$ cat src/rtl/ysyx_22051013_pipe_ctrl_pkg.sv
// Shared definitions for the pipeline hazard/redirect controller:
// PC width, the bubble PC value and the drain state machine encoding.
package ysyx_22051013_pipe_ctrl_pkg;

  localparam int PC_W = 64;

  // PC value carried by a bubble; also the idle value of redirect_pc.
  localparam logic [PC_W-1:0] BUBBLE_PC = '0;

  // RUN: normal operation. DRAIN: a wrong-path fetch is still in flight
  // in the I-cache and must be discarded when it lands in IF/ID.
  typedef enum logic {
    ST_RUN   = 1'b0,
    ST_DRAIN = 1'b1
  } pipe_state_e;

endpackage

$ cat src/rtl/ysyx_22051013_pipe_ctrl_if.sv
// Hazard events from the pipeline stages and the stall/flush/redirect
// controls sent back to the pipeline registers and the PC.
interface ysyx_22051013_pipe_ctrl_if;
  import ysyx_22051013_pipe_ctrl_pkg::*;

  logic            if_busy;
  logic            mem_busy;
  logic            ex_busy;
  logic            id_load_use;
  logic            ex_mispredict;
  logic [PC_W-1:0] ex_target_pc;
  logic            wb_trap;
  logic [PC_W-1:0] trap_pc;

  logic            pc_stall;
  logic            ifid_stall;
  logic            idex_stall;
  logic            exmem_stall;
  logic            memwb_stall;
  logic            ifid_flush;
  logic            idex_flush;
  logic            exmem_flush;
  logic            memwb_flush;
  logic            redirect_valid;
  logic [PC_W-1:0] redirect_pc;

  // Pipeline side: raises events, obeys the controls.
  modport master (
    output if_busy, mem_busy, ex_busy, id_load_use, ex_mispredict,
           ex_target_pc, wb_trap, trap_pc,
    input  pc_stall, ifid_stall, idex_stall, exmem_stall, memwb_stall,
           ifid_flush, idex_flush, exmem_flush, memwb_flush,
           redirect_valid, redirect_pc
  );

  // Controller side: consumes events, drives the controls.
  modport slave (
    input  if_busy, mem_busy, ex_busy, id_load_use, ex_mispredict,
           ex_target_pc, wb_trap, trap_pc,
    output pc_stall, ifid_stall, idex_stall, exmem_stall, memwb_stall,
           ifid_flush, idex_flush, exmem_flush, memwb_flush,
           redirect_valid, redirect_pc
  );

endinterface

$ cat src/rtl/ysyx_22051013_pipe_ctrl.sv
// Central hazard and redirect controller for the 5-stage pipeline.
// A fixed-priority encoder turns stage events into per-register stall and
// flush controls plus a PC redirect; a two-state FSM keeps flushing IF/ID
// while a wrong-path fetch drains; two counters track stalls and redirects.
module ysyx_22051013_pipe_ctrl
  import ysyx_22051013_pipe_ctrl_pkg::*;
(
  input  logic                         clk,
  input  logic                         rst,
  ysyx_22051013_pipe_ctrl_if.slave     bus,
  output logic [31:0]                  stall_cnt,
  output logic [31:0]                  flush_cnt
);

  pipe_state_e state_q, state_d;
  logic [31:0] stall_cnt_q, stall_cnt_d;
  logic [31:0] flush_cnt_q, flush_cnt_d;

  logic            pc_stall;
  logic            ifid_stall, idex_stall, exmem_stall, memwb_stall;
  logic            ifid_flush, idex_flush, exmem_flush, memwb_flush;
  logic            redirect_valid;
  logic [PC_W-1:0] redirect_pc;

  // Priority encoder: trap > D-cache busy > mispredict > EX busy > load-use,
  // then the DRAIN override discards whatever lands in IF/ID.
  always_comb begin
    pc_stall       = 1'b0;
    ifid_stall     = 1'b0;
    idex_stall     = 1'b0;
    exmem_stall    = 1'b0;
    memwb_stall    = 1'b0;
    ifid_flush     = 1'b0;
    idex_flush     = 1'b0;
    exmem_flush    = 1'b0;
    memwb_flush    = 1'b0;
    redirect_valid = 1'b0;
    redirect_pc    = BUBBLE_PC;

    if (bus.wb_trap) begin
      ifid_flush     = 1'b1;
      idex_flush     = 1'b1;
      exmem_flush    = 1'b1;
      memwb_flush    = 1'b1;
      redirect_valid = 1'b1;
      redirect_pc    = bus.trap_pc;
    end else if (bus.mem_busy) begin
      pc_stall    = 1'b1;
      ifid_stall  = 1'b1;
      idex_stall  = 1'b1;
      exmem_stall = 1'b1;
      memwb_flush = 1'b1;
    end else if (bus.ex_mispredict) begin
      ifid_flush     = 1'b1;
      idex_flush     = 1'b1;
      redirect_valid = 1'b1;
      redirect_pc    = bus.ex_target_pc;
    end else if (bus.ex_busy) begin
      pc_stall    = 1'b1;
      ifid_stall  = 1'b1;
      idex_stall  = 1'b1;
      exmem_flush = 1'b1;
    end else if (bus.id_load_use) begin
      pc_stall   = 1'b1;
      ifid_stall = 1'b1;
      idex_flush = 1'b1;
    end

    if (state_q == ST_DRAIN) begin
      ifid_flush = 1'b1;
      ifid_stall = 1'b0;
    end
  end

  // Drive the interface controls from the encoder results.
  always_comb begin
    bus.pc_stall       = pc_stall;
    bus.ifid_stall     = ifid_stall;
    bus.idex_stall     = idex_stall;
    bus.exmem_stall    = exmem_stall;
    bus.memwb_stall    = memwb_stall;
    bus.ifid_flush     = ifid_flush;
    bus.idex_flush     = idex_flush;
    bus.exmem_flush    = exmem_flush;
    bus.memwb_flush    = memwb_flush;
    bus.redirect_valid = redirect_valid;
    bus.redirect_pc    = redirect_pc;
  end

  // Stay in or enter DRAIN while a fetch is outstanding after a redirect;
  // fall back to RUN on the first cycle the I-cache is idle.
  always_comb begin
    state_d = ST_RUN;
    if (bus.if_busy && (redirect_valid || state_q == ST_DRAIN)) begin
      state_d = ST_DRAIN;
    end
  end

  // FSM state register.
  always_ff @(posedge clk) begin
    if (rst) begin
      state_q <= ST_RUN;
    end else begin
      state_q <= state_d;
    end
  end

  // Next counter values; both wrap naturally at 2^32.
  always_comb begin
    stall_cnt_d = stall_cnt_q;
    flush_cnt_d = flush_cnt_q;
    if (pc_stall) begin
      stall_cnt_d = stall_cnt_q + 32'd1;
    end
    if (redirect_valid) begin
      flush_cnt_d = flush_cnt_q + 32'd1;
    end
  end

  // Event counter registers.
  always_ff @(posedge clk) begin
    if (rst) begin
      stall_cnt_q <= '0;
      flush_cnt_q <= '0;
    end else begin
      stall_cnt_q <= stall_cnt_d;
      flush_cnt_q <= flush_cnt_d;
    end
  end

  assign stall_cnt = stall_cnt_q;
  assign flush_cnt = flush_cnt_q;

endmodule

$ cat src/flat_wrapper.sv
// flat-port wrapper written by rule: the top's interface ports become plain ports
module ysyx_22051013_pipe_ctrl_flat import ysyx_22051013_pipe_ctrl_pkg::*;
  (clk, rst, stall_cnt, flush_cnt, bus_if_busy, bus_mem_busy, bus_ex_busy, bus_id_load_use, bus_ex_mispredict, bus_ex_target_pc, bus_wb_trap, bus_trap_pc, bus_pc_stall, bus_ifid_stall, bus_idex_stall, bus_exmem_stall, bus_memwb_stall, bus_ifid_flush, bus_idex_flush, bus_exmem_flush, bus_memwb_flush, bus_redirect_valid, bus_redirect_pc);
  ysyx_22051013_pipe_ctrl_if bus_i ();
  input  logic clk;
  input  logic rst;
  output logic [31:0] stall_cnt;
  output logic [31:0] flush_cnt;
  input wire logic [$bits(bus_i.if_busy)-1:0] bus_if_busy;
  input wire logic [$bits(bus_i.mem_busy)-1:0] bus_mem_busy;
  input wire logic [$bits(bus_i.ex_busy)-1:0] bus_ex_busy;
  input wire logic [$bits(bus_i.id_load_use)-1:0] bus_id_load_use;
  input wire logic [$bits(bus_i.ex_mispredict)-1:0] bus_ex_mispredict;
  input wire logic [$bits(bus_i.ex_target_pc)-1:0] bus_ex_target_pc;
  input wire logic [$bits(bus_i.wb_trap)-1:0] bus_wb_trap;
  input wire logic [$bits(bus_i.trap_pc)-1:0] bus_trap_pc;
  output wire logic [$bits(bus_i.pc_stall)-1:0] bus_pc_stall;
  output wire logic [$bits(bus_i.ifid_stall)-1:0] bus_ifid_stall;
  output wire logic [$bits(bus_i.idex_stall)-1:0] bus_idex_stall;
  output wire logic [$bits(bus_i.exmem_stall)-1:0] bus_exmem_stall;
  output wire logic [$bits(bus_i.memwb_stall)-1:0] bus_memwb_stall;
  output wire logic [$bits(bus_i.ifid_flush)-1:0] bus_ifid_flush;
  output wire logic [$bits(bus_i.idex_flush)-1:0] bus_idex_flush;
  output wire logic [$bits(bus_i.exmem_flush)-1:0] bus_exmem_flush;
  output wire logic [$bits(bus_i.memwb_flush)-1:0] bus_memwb_flush;
  output wire logic [$bits(bus_i.redirect_valid)-1:0] bus_redirect_valid;
  output wire logic [$bits(bus_i.redirect_pc)-1:0] bus_redirect_pc;
  assign bus_i.if_busy = bus_if_busy;
  assign bus_i.mem_busy = bus_mem_busy;
  assign bus_i.ex_busy = bus_ex_busy;
  assign bus_i.id_load_use = bus_id_load_use;
  assign bus_i.ex_mispredict = bus_ex_mispredict;
  assign bus_i.ex_target_pc = bus_ex_target_pc;
  assign bus_i.wb_trap = bus_wb_trap;
  assign bus_i.trap_pc = bus_trap_pc;
  assign bus_pc_stall = bus_i.pc_stall;
  assign bus_ifid_stall = bus_i.ifid_stall;
  assign bus_idex_stall = bus_i.idex_stall;
  assign bus_exmem_stall = bus_i.exmem_stall;
  assign bus_memwb_stall = bus_i.memwb_stall;
  assign bus_ifid_flush = bus_i.ifid_flush;
  assign bus_idex_flush = bus_i.idex_flush;
  assign bus_exmem_flush = bus_i.exmem_flush;
  assign bus_memwb_flush = bus_i.memwb_flush;
  assign bus_redirect_valid = bus_i.redirect_valid;
  assign bus_redirect_pc = bus_i.redirect_pc;
  ysyx_22051013_pipe_ctrl u_core (.clk(clk), .rst(rst), .bus(bus_i), .stall_cnt(stall_cnt), .flush_cnt(flush_cnt));
endmodule
$ cat config.mk
export PLATFORM = sky130hd
export DESIGN_NAME = ysyx_22051013_pipe_ctrl_flat
export DESIGN_NICKNAME = d
export VERILOG_FILES = /design/src/rtl/ysyx_22051013_pipe_ctrl_pkg.sv /design/src/rtl/ysyx_22051013_pipe_ctrl_if.sv /design/src/rtl/ysyx_22051013_pipe_ctrl.sv /design/src/flat_wrapper.sv
export SDC_FILE = /design/constraint.sdc
export NUM_CORES = 1
export LEC_CHECK = 0
export CAP_MARGIN = 40
export CORE_ASPECT_RATIO = 0.6
export CORE_MARGIN = 3
export CORE_UTILIZATION = 39
export CTS_BUF_LIST = sky130_fd_sc_hd__clkbuf_4
export CTS_CLUSTER_DIAMETER = 150
export DETAILED_ROUTE_END_ITERATION = 12
export GPL_TIMING_DRIVEN = 0
export HOLD_SLACK_MARGIN = 0.12
export PLACE_DENSITY = 0.89
export SLEW_MARGIN = 0
export SYNTH_ARGS = -nofsm -noshare
export SYNTH_HDL_FRONTEND = slang
export SYNTH_SLANG_ARGS = --single-unit
$ cat constraint.sdc
create_clock -name clk -period 4.7 [get_ports clk]
set_input_delay 0.47 -clock clk [delete_from_list [all_inputs] [get_ports clk]]
set_output_delay 0.47 -clock clk [all_outputs]
set_load 0.01 [all_outputs]
# Word level (Yosys, flattened, before mapping)
# Index checks and enable logic that the tools add are counted.
classes:
  muxes: 27
  add_sub_neg: 2
  n_reduce_logical: 2
ops:
  columns: ["operator", "n"]
  rows:
  - ["two-way mux 64 bit", 3]
  - ["adder 32 x 1 -> 32 bit, second input constant", 2]
  - ["two-way mux 1 bit", 24]
  - ["logical AND 1 bit", 1]
  - ["logical OR 1 bit", 1]
totals:
  inputBits: 136
  out_inout_bits: 138
  ff_bits: 65
  wordCells: 34

# Longest topological paths before layout
# Gate-level depths: netlist (run 1).
logic_depth:
  word_depth: 6
  depth_mapped: 8
  ltp_nobuf: 6

# Least setup slack after synthesis (run 1)
# OpenSTA, ideal clock, no wires.
synth_path:
  kind: "input-to-output"
  startpoint: "input port bus_wb_trap"
  endpoint: "output port bus_redirect_pc[10]"
  path_stages: 5
  required_time_ps: 4230
  n_path_buf: 2
  t_arrival_ps: 1849
  path_slack_ps: 2381
  cell_sequence: "clkbuf_1 > or2_2 > nor2_1 > clkbuf_1 > a22o_1"
synth_between:
  elab_chain_len: 1
synth_rtl:
  columns: ["element", "line_no", "text"]
  rows:
  - ["start: declaration", "flat_wrapper.sv:15", "input wire logic [$bits(bus_i.wb_trap)-1:0] bus_wb_trap;"]
  - ["two-way mux 64 bit", "ysyx_22051013_pipe_ctrl.sv:40", "if (bus.wb_trap) begin"]
  - ["end: declaration", "flat_wrapper.sv:27", "output wire logic [$bits(bus_i.redirect_pc)-1:0] bus_redirect_pc;"]
# No other way between the ends.

# Worst setup path in the final report (run 1)
layout_path:
  startpoint: "input port bus_wb_trap"
  endpoint: "output port bus_redirect_pc[23]"
# Same word-level chain as after synthesis.

==> results.cfg, run 1 <==
[routing]
detail-route-antenna-nets = 0
drc_errors = 0
wirelength_um = 18130
drtIter0Drc = 382
routed-via-count = 4829
detail_route.wl_per_cell_um = 20.81
routed_via_density = 5.544
dr.pass1.iters = 6

[cts]
cts_buffer_depth = 2
path_clk_slew_ps = 100
cts_sinks = 65
ctsResizeCount = 0
cts_setup_buffers = 0
cts-buffers-inserted = 9
cts-hold-fix-buffers = 0
h-tree-depth = 3
clockRootBuffer = clkbuf_4
clk_latency_ps = 430
cts_tree = done

[synthesis]
yosysWarningCount = 0
synth_top_cell_by_area = dfxtp_1
syn_area_per_cell_um2 = 8.408
syn_nets = 591
yosysSeqAreaShare_pct = 34.17
syn_inst = 453
synth_top_area_share_pct = 34.17
synth_cell_types = 46
syn_area_mm2 = 0.003809
synthTopCellsByArea = dfxtp_1 34%, a22o_1 15%, xnor2_1 8.5%
synth-seq-cells = 65

[power_and_ir_drop]
p_leak_nw = 2.336
peakVddDrop_mv = 0.1646
power.density_mw_per_mm2 = 179.7
power_mw = 1.221

[sta]
slew_viol_final = 0
clock.fmax_mhz = 258.3
hold_viol = 0
setup_viol = 0
rsz0062_at_grt = false
finalCriticalPeriod_ps = 3872
setup_tns_ps = 0
post-route-period-util_pct = 82.38
worst_slack_ps = 827.9
tightest_slew_ps = 661.1
relSlewSlack_pct = 55.59
finClkSkew_ps = 15.28

[worst_setup_path]
cp-start-kind = input port
cpLargestDelayFamily = buffers and inverters
cp_data_arrival_time_ps = 3400
required_ps = 4230
critPathMaxFanout = 10
slowest_stage = clkdlybuf4s50_1
path_buf_inv = 4
worstSetupPathType = in2out
path_cells = clkdlybuf4s50_1 > clkbuf_1 > or2_2 > nor2_1 > clkbuf_1 > a22o_1 > clkdlybuf4s50_1
cp_slowest_stage_delay_ps = 560
critPathCaptureType = output pin

[placement]
place_congestion = 0.8991
dpl_cell_area_mm2 = 0.006694
dp_cells = 855
numPortBuffers = 272
dp_slack_ps = 882.9
place_hpwl_um = 15110

[floorplanning]
pin_count = 274
fp.dieW_um = 133.6
die_y_um = 82.55
start_util_pct = 40.85
placementRows = 27
die-area_mm2 = 0.01103
core_mm2 = 0.009324

[global_route]
antenna_found_initial = 1
overflow = 0
grt_start_max_net_pins = 11
grt_pass1_wl_um = 25960
gr-usage-all-layers_pct = 31.06
grt_pass1_vias = 4579

[finish]
n_fill_cell = 723
syn_to_final_growth_pct = 78.42
fin_area_mm2 = 0.006795
fin_nets = 874
layout-drive-gt1-share_pct = 5.811
mostFrequentLayoutCell = clkdlybuf4s50_1
final_cell_count_no_fill = 871
layout_common_cells = 272 x clkdlybuf4s50_1, 65 x dfxtp_1, 64 x a22o_1

[run]
cap_violations = 0

[min_path]
hold_class = reg2reg

[status]
status = finished, final reports clean
[worst paths after layout]
kind	slack, ps	to	from	cells after the start
min	510	u_core.flush_cnt[1]	u_core.flush_cnt[1]	2
max reg2reg	2340	u_core.stall_cnt[30]	u_core.stall_cnt[0]	6
max	830	bus_redirect_pc[23]	bus_wb_trap	7
min reg2reg	510	u_core.flush_cnt[1]	u_core.flush_cnt[1]	2
[cell type report]
| cell class | count | area (µm²) | share of cell area [%] |
|---|---|---|---|
| Timing Repair Buffer | 272 | 2723 | 40.07 |
| Clock buffer | 10 | 75.07 | 1.105 |
| Antenna cell | 1 | 2.502 | 0.03683 |
| Multi-Input combinational cell | 345 | 2310 | 33.99 |
| Buffer | 30 | 148.9 | 2.191 |
| Tap cell | 130 | 162.7 | 2.394 |
| Sequential cell | 65 | 1301 | 19.15 |
| Inverter | 13 | 48.80 | 0.7181 |
| Clock inverter | 5 | 23.77 | 0.3498 |
[sequential cells by signal, summed over array words and instances (netlist names)]
| register | count |
|---|---|
| u_core.flush_cnt | 32 |
| u_core.stall_cnt | 32 |
| u_core.state_q | 1 |
[worst register-to-register path, cell delays in order, from the launching register on]
cell	delay [ps]
dfxtp_1	460
ha_1	280
nand4_1	230
nor4_1	460
nand3_1	240
nor3_1	240
mux2_2	350
[synthesized netlist by cell type (all sizes together)]
cell type,instances
o21ai,9
and3b,1
nand3,24
nor4,12
a31o,2
nand2b,1
nand2,21
or2,2
nor3,21
nor4b,1
and4bb,2
mux2i,1
conb,1
and2,3
xnor2,37
mux2,4
buf,9
o2111ai,2
o21a,1
and4,4
nor2,63
or4b,1
a22o,64
and3,7
a21o,3
clkbuf,21
or4,4
a21oi,13
inv,13
or3,9
dfxtp,65
nand4,15
xor2,8
nor2b,7
ha,2
[cells by family after synthesis]
logic type                 Yosys count  share of synthesized area [%]
DFF                                 65                          34.17
and+or+nand+nor                    198                          28.78
AOI/OAI and AO/OA                   94                          19.32
muxes                                5                          1.445
xor gates and xnor gates            45                          10.35
adders and majority gates            2                         0.6569
other                                1                        0.09846
buffers and inverters               43                          5.191
[power breakdown]
| part | switching (mW) | leakage (nW) | internal [mW] |
|---|---|---|---|
| Combinational | 0.136 | 1.76 | 0.216 |
| Clock | 0.203 | 0.0548 | 0.106 |
| Sequential | 0.00604 | 0.524 | 0.555 |
[routing by layer]
metal  GRT usage [%]  share of wire (%)  vias to the layer above  routed length, µm
li1                -                  -                     2215                  -
met1           36.35                 38                     2306               6813
met2           54.96                 51                      260               9173
met3           8.232                8.0                       48               1458
met4           13.35                3.8                        0                681
met5               0                  0                        -                  0
[per-stage QoR]
stage	hold slack (ps)	utilization, %
finish	505.0	72.88
global route	530.9	72.88
CTS	503.1	72.85
detailed placement	488.3	71.79
global placement	475.7	71.79
floorplan	499.1	-
Power figures use the tool's default switching activity.
==> run 2: changes to the inputs <==
CORE_UTILIZATION = 32   (was 39)
PLACE_DENSITY = 0.78   (was 0.89)
clock period = 3.3 ns   (was 4.7 ns; I/O delays follow)
==> run 2 against run 1 <==
Register-to-register slack worse by 1400 ps. Via count decreased by 3.8%. Final area increased by 1.3%. Critical endpoint is now bus_redirect_pc[5]. Die area is 21% higher. Cell count grew 3.8%. Wire length is 1.3% lower. Critical path depth stayed put. Clock-buffer cell count up 1. Combinational power grew 41%.
==> results.cfg, run 2 (same netlist as run 1, synthesis figures left out) <==
[sta]
tightest_slew_ps = 765.4
clock.fmax_mhz = 312.9
slew_viol_final = 0
setup_viol = 0
finClkSkew_ps = 17.54
hold_viol = 0
rsz0062_at_grt = false
worst_slack_ps = 104.1
post-route-period-util_pct = 96.84
relSlewSlack_pct = 48.58
finalCriticalPeriod_ps = 3196

[routing]
drtIter0Drc = 260
wirelength_um = 17890
dr.pass1.iters = 5
detail-route-antenna-nets = 0
routed-via-count = 4644
drc_errors = 0
routed_via_density = 5.137
detail_route.wl_per_cell_um = 19.79

[floorplanning]
start_util_pct = 33.27
pin_count = 274
placementRows = 30
fp.dieW_um = 146.8
core_mm2 = 0.01145
die-area_mm2 = 0.01329
die_y_um = 90.51

[finish]
seqCellArea_mm2 = 0.001301
multi_input_area_mm2 = 0.002317
n_fill_cell = 998
layout_common_cells = 272 x clkdlybuf4s50_1, 65 x dfxtp_1, 64 x a22o_1
mostFrequentLayoutCell = clkdlybuf4s50_1
fin_util_pct = 60.11
syn_to_final_growth_pct = 80.68
layout-drive-gt1-share_pct = 6.748
fin_nets = 874

[placement]
numPortBuffers = 272
place_congestion = 0.9483
place_hpwl_um = 14720
dp_slack_ps = -394.6

[cts]
cts_buffer_depth = 2
cts-hold-fix-buffers = 0
cts_tree = done
cts-buffers-inserted = 9
clk_latency_ps = 420
path_clk_slew_ps = 110
clockRootBuffer = clkbuf_4
h-tree-depth = 3
cts_setup_buffers = 0
ctsResizeCount = 6
cts_sinks = 65

[power_and_ir_drop]
peakVddDrop_mv = 0.2060
power_mw = 1.822
p_leak_nw = 2.371
power.density_mw_per_mm2 = 264.7

[global_route]
antenna_found_initial = 3
overflow = 0
grt_pass1_wl_um = 26770
grt_pass1_vias = 4562
gr-usage-all-layers_pct = 25.91
grt_start_max_net_pins = 11

[worst_setup_path]
slowest_stage = clkdlybuf4s50_1
path_cells = clkdlybuf4s50_1 > clkbuf_2 > or2_2 > nor2_4 > clkbuf_1 > a22o_1 > clkdlybuf4s50_1
cp_data_arrival_time_ps = 2870
worstSetupPathType = in2out
cp-start-kind = input port
cp_slowest_stage_delay_ps = 570
worst_path_most_repeated_cell = clkdlybuf4s50_1
required_ps = 2970
critPathMaxFanout = 10
critPathCaptureType = output pin

[run]
cap_violations = 0

[status]
status = finished, final reports clean

[min_path]
hold_class = reg2reg
==> run 2: path summary, 6_finish.rpt <==
kind / start / endpoint / slack (ps) / cells past startpoint
hold / removal: u_core.flush_cnt[1] / u_core.flush_cnt[1] / 520 / 2
setup / recovery: bus_wb_trap / bus_redirect_pc[5] / 100 / 7
hold reg to reg: u_core.flush_cnt[1] / u_core.flush_cnt[1] / 520 / 2
setup reg to reg: u_core.stall_cnt[0] / u_core.stall_cnt[30] / 970 / 6
==> run 2: report_power, final <==
part,total (mW),internal [mW],switching [mW]
registers,0.799,0.790,0.00862
clock network,0.528,0.240,0.288
logic,0.495,0.308,0.187
==> run 2: area by class of cell <==
cell class              count  share of cell area [%]
clock inverters             5                  0.6727
repair buffers            272                   39.56
inverters                  13                  0.7091
flip-flops and latches     65                   18.91
plain buffers              30                   2.255
well taps                 160                   2.909
diodes                      3                  0.1091
clock buffers              11                   1.200
multi-input cells         345                   33.67
==> run 2: routing by layer <==
layer | GRT usage, % | wire (µm) | up-vias
li1 | - | - | 2221
met1 | 32.73 | 7662 | 2235
met2 | 43.70 | 8895 | 167
met3 | 6.620 | 1054 | 21
met4 | 7.512 | 278 | 0
met5 | 0 | 0 | -
==> run 2: worst max-delay path, delay by kind of cell <==
kind	cells	cell delay, ps
buf+inv	4	1690
simple gates	2	620
compound gates	1	210
==> run 2: metrics by stage <==
stage | cell area, µm² | std cells | TNS, ps | hold WS (ps)
floorplan | 3809 | 453 | 0 | 494.0
global placement | 6731 | 885 | -14590 | 474.0
detailed placement | 6731 | 885 | -17200 | 493.4
CTS | 6873 | 901 | 0 | 501.8
global route | 6882 | 904 | 0 | 512.4
finish | 6882 | 904 | 0 | 517.1
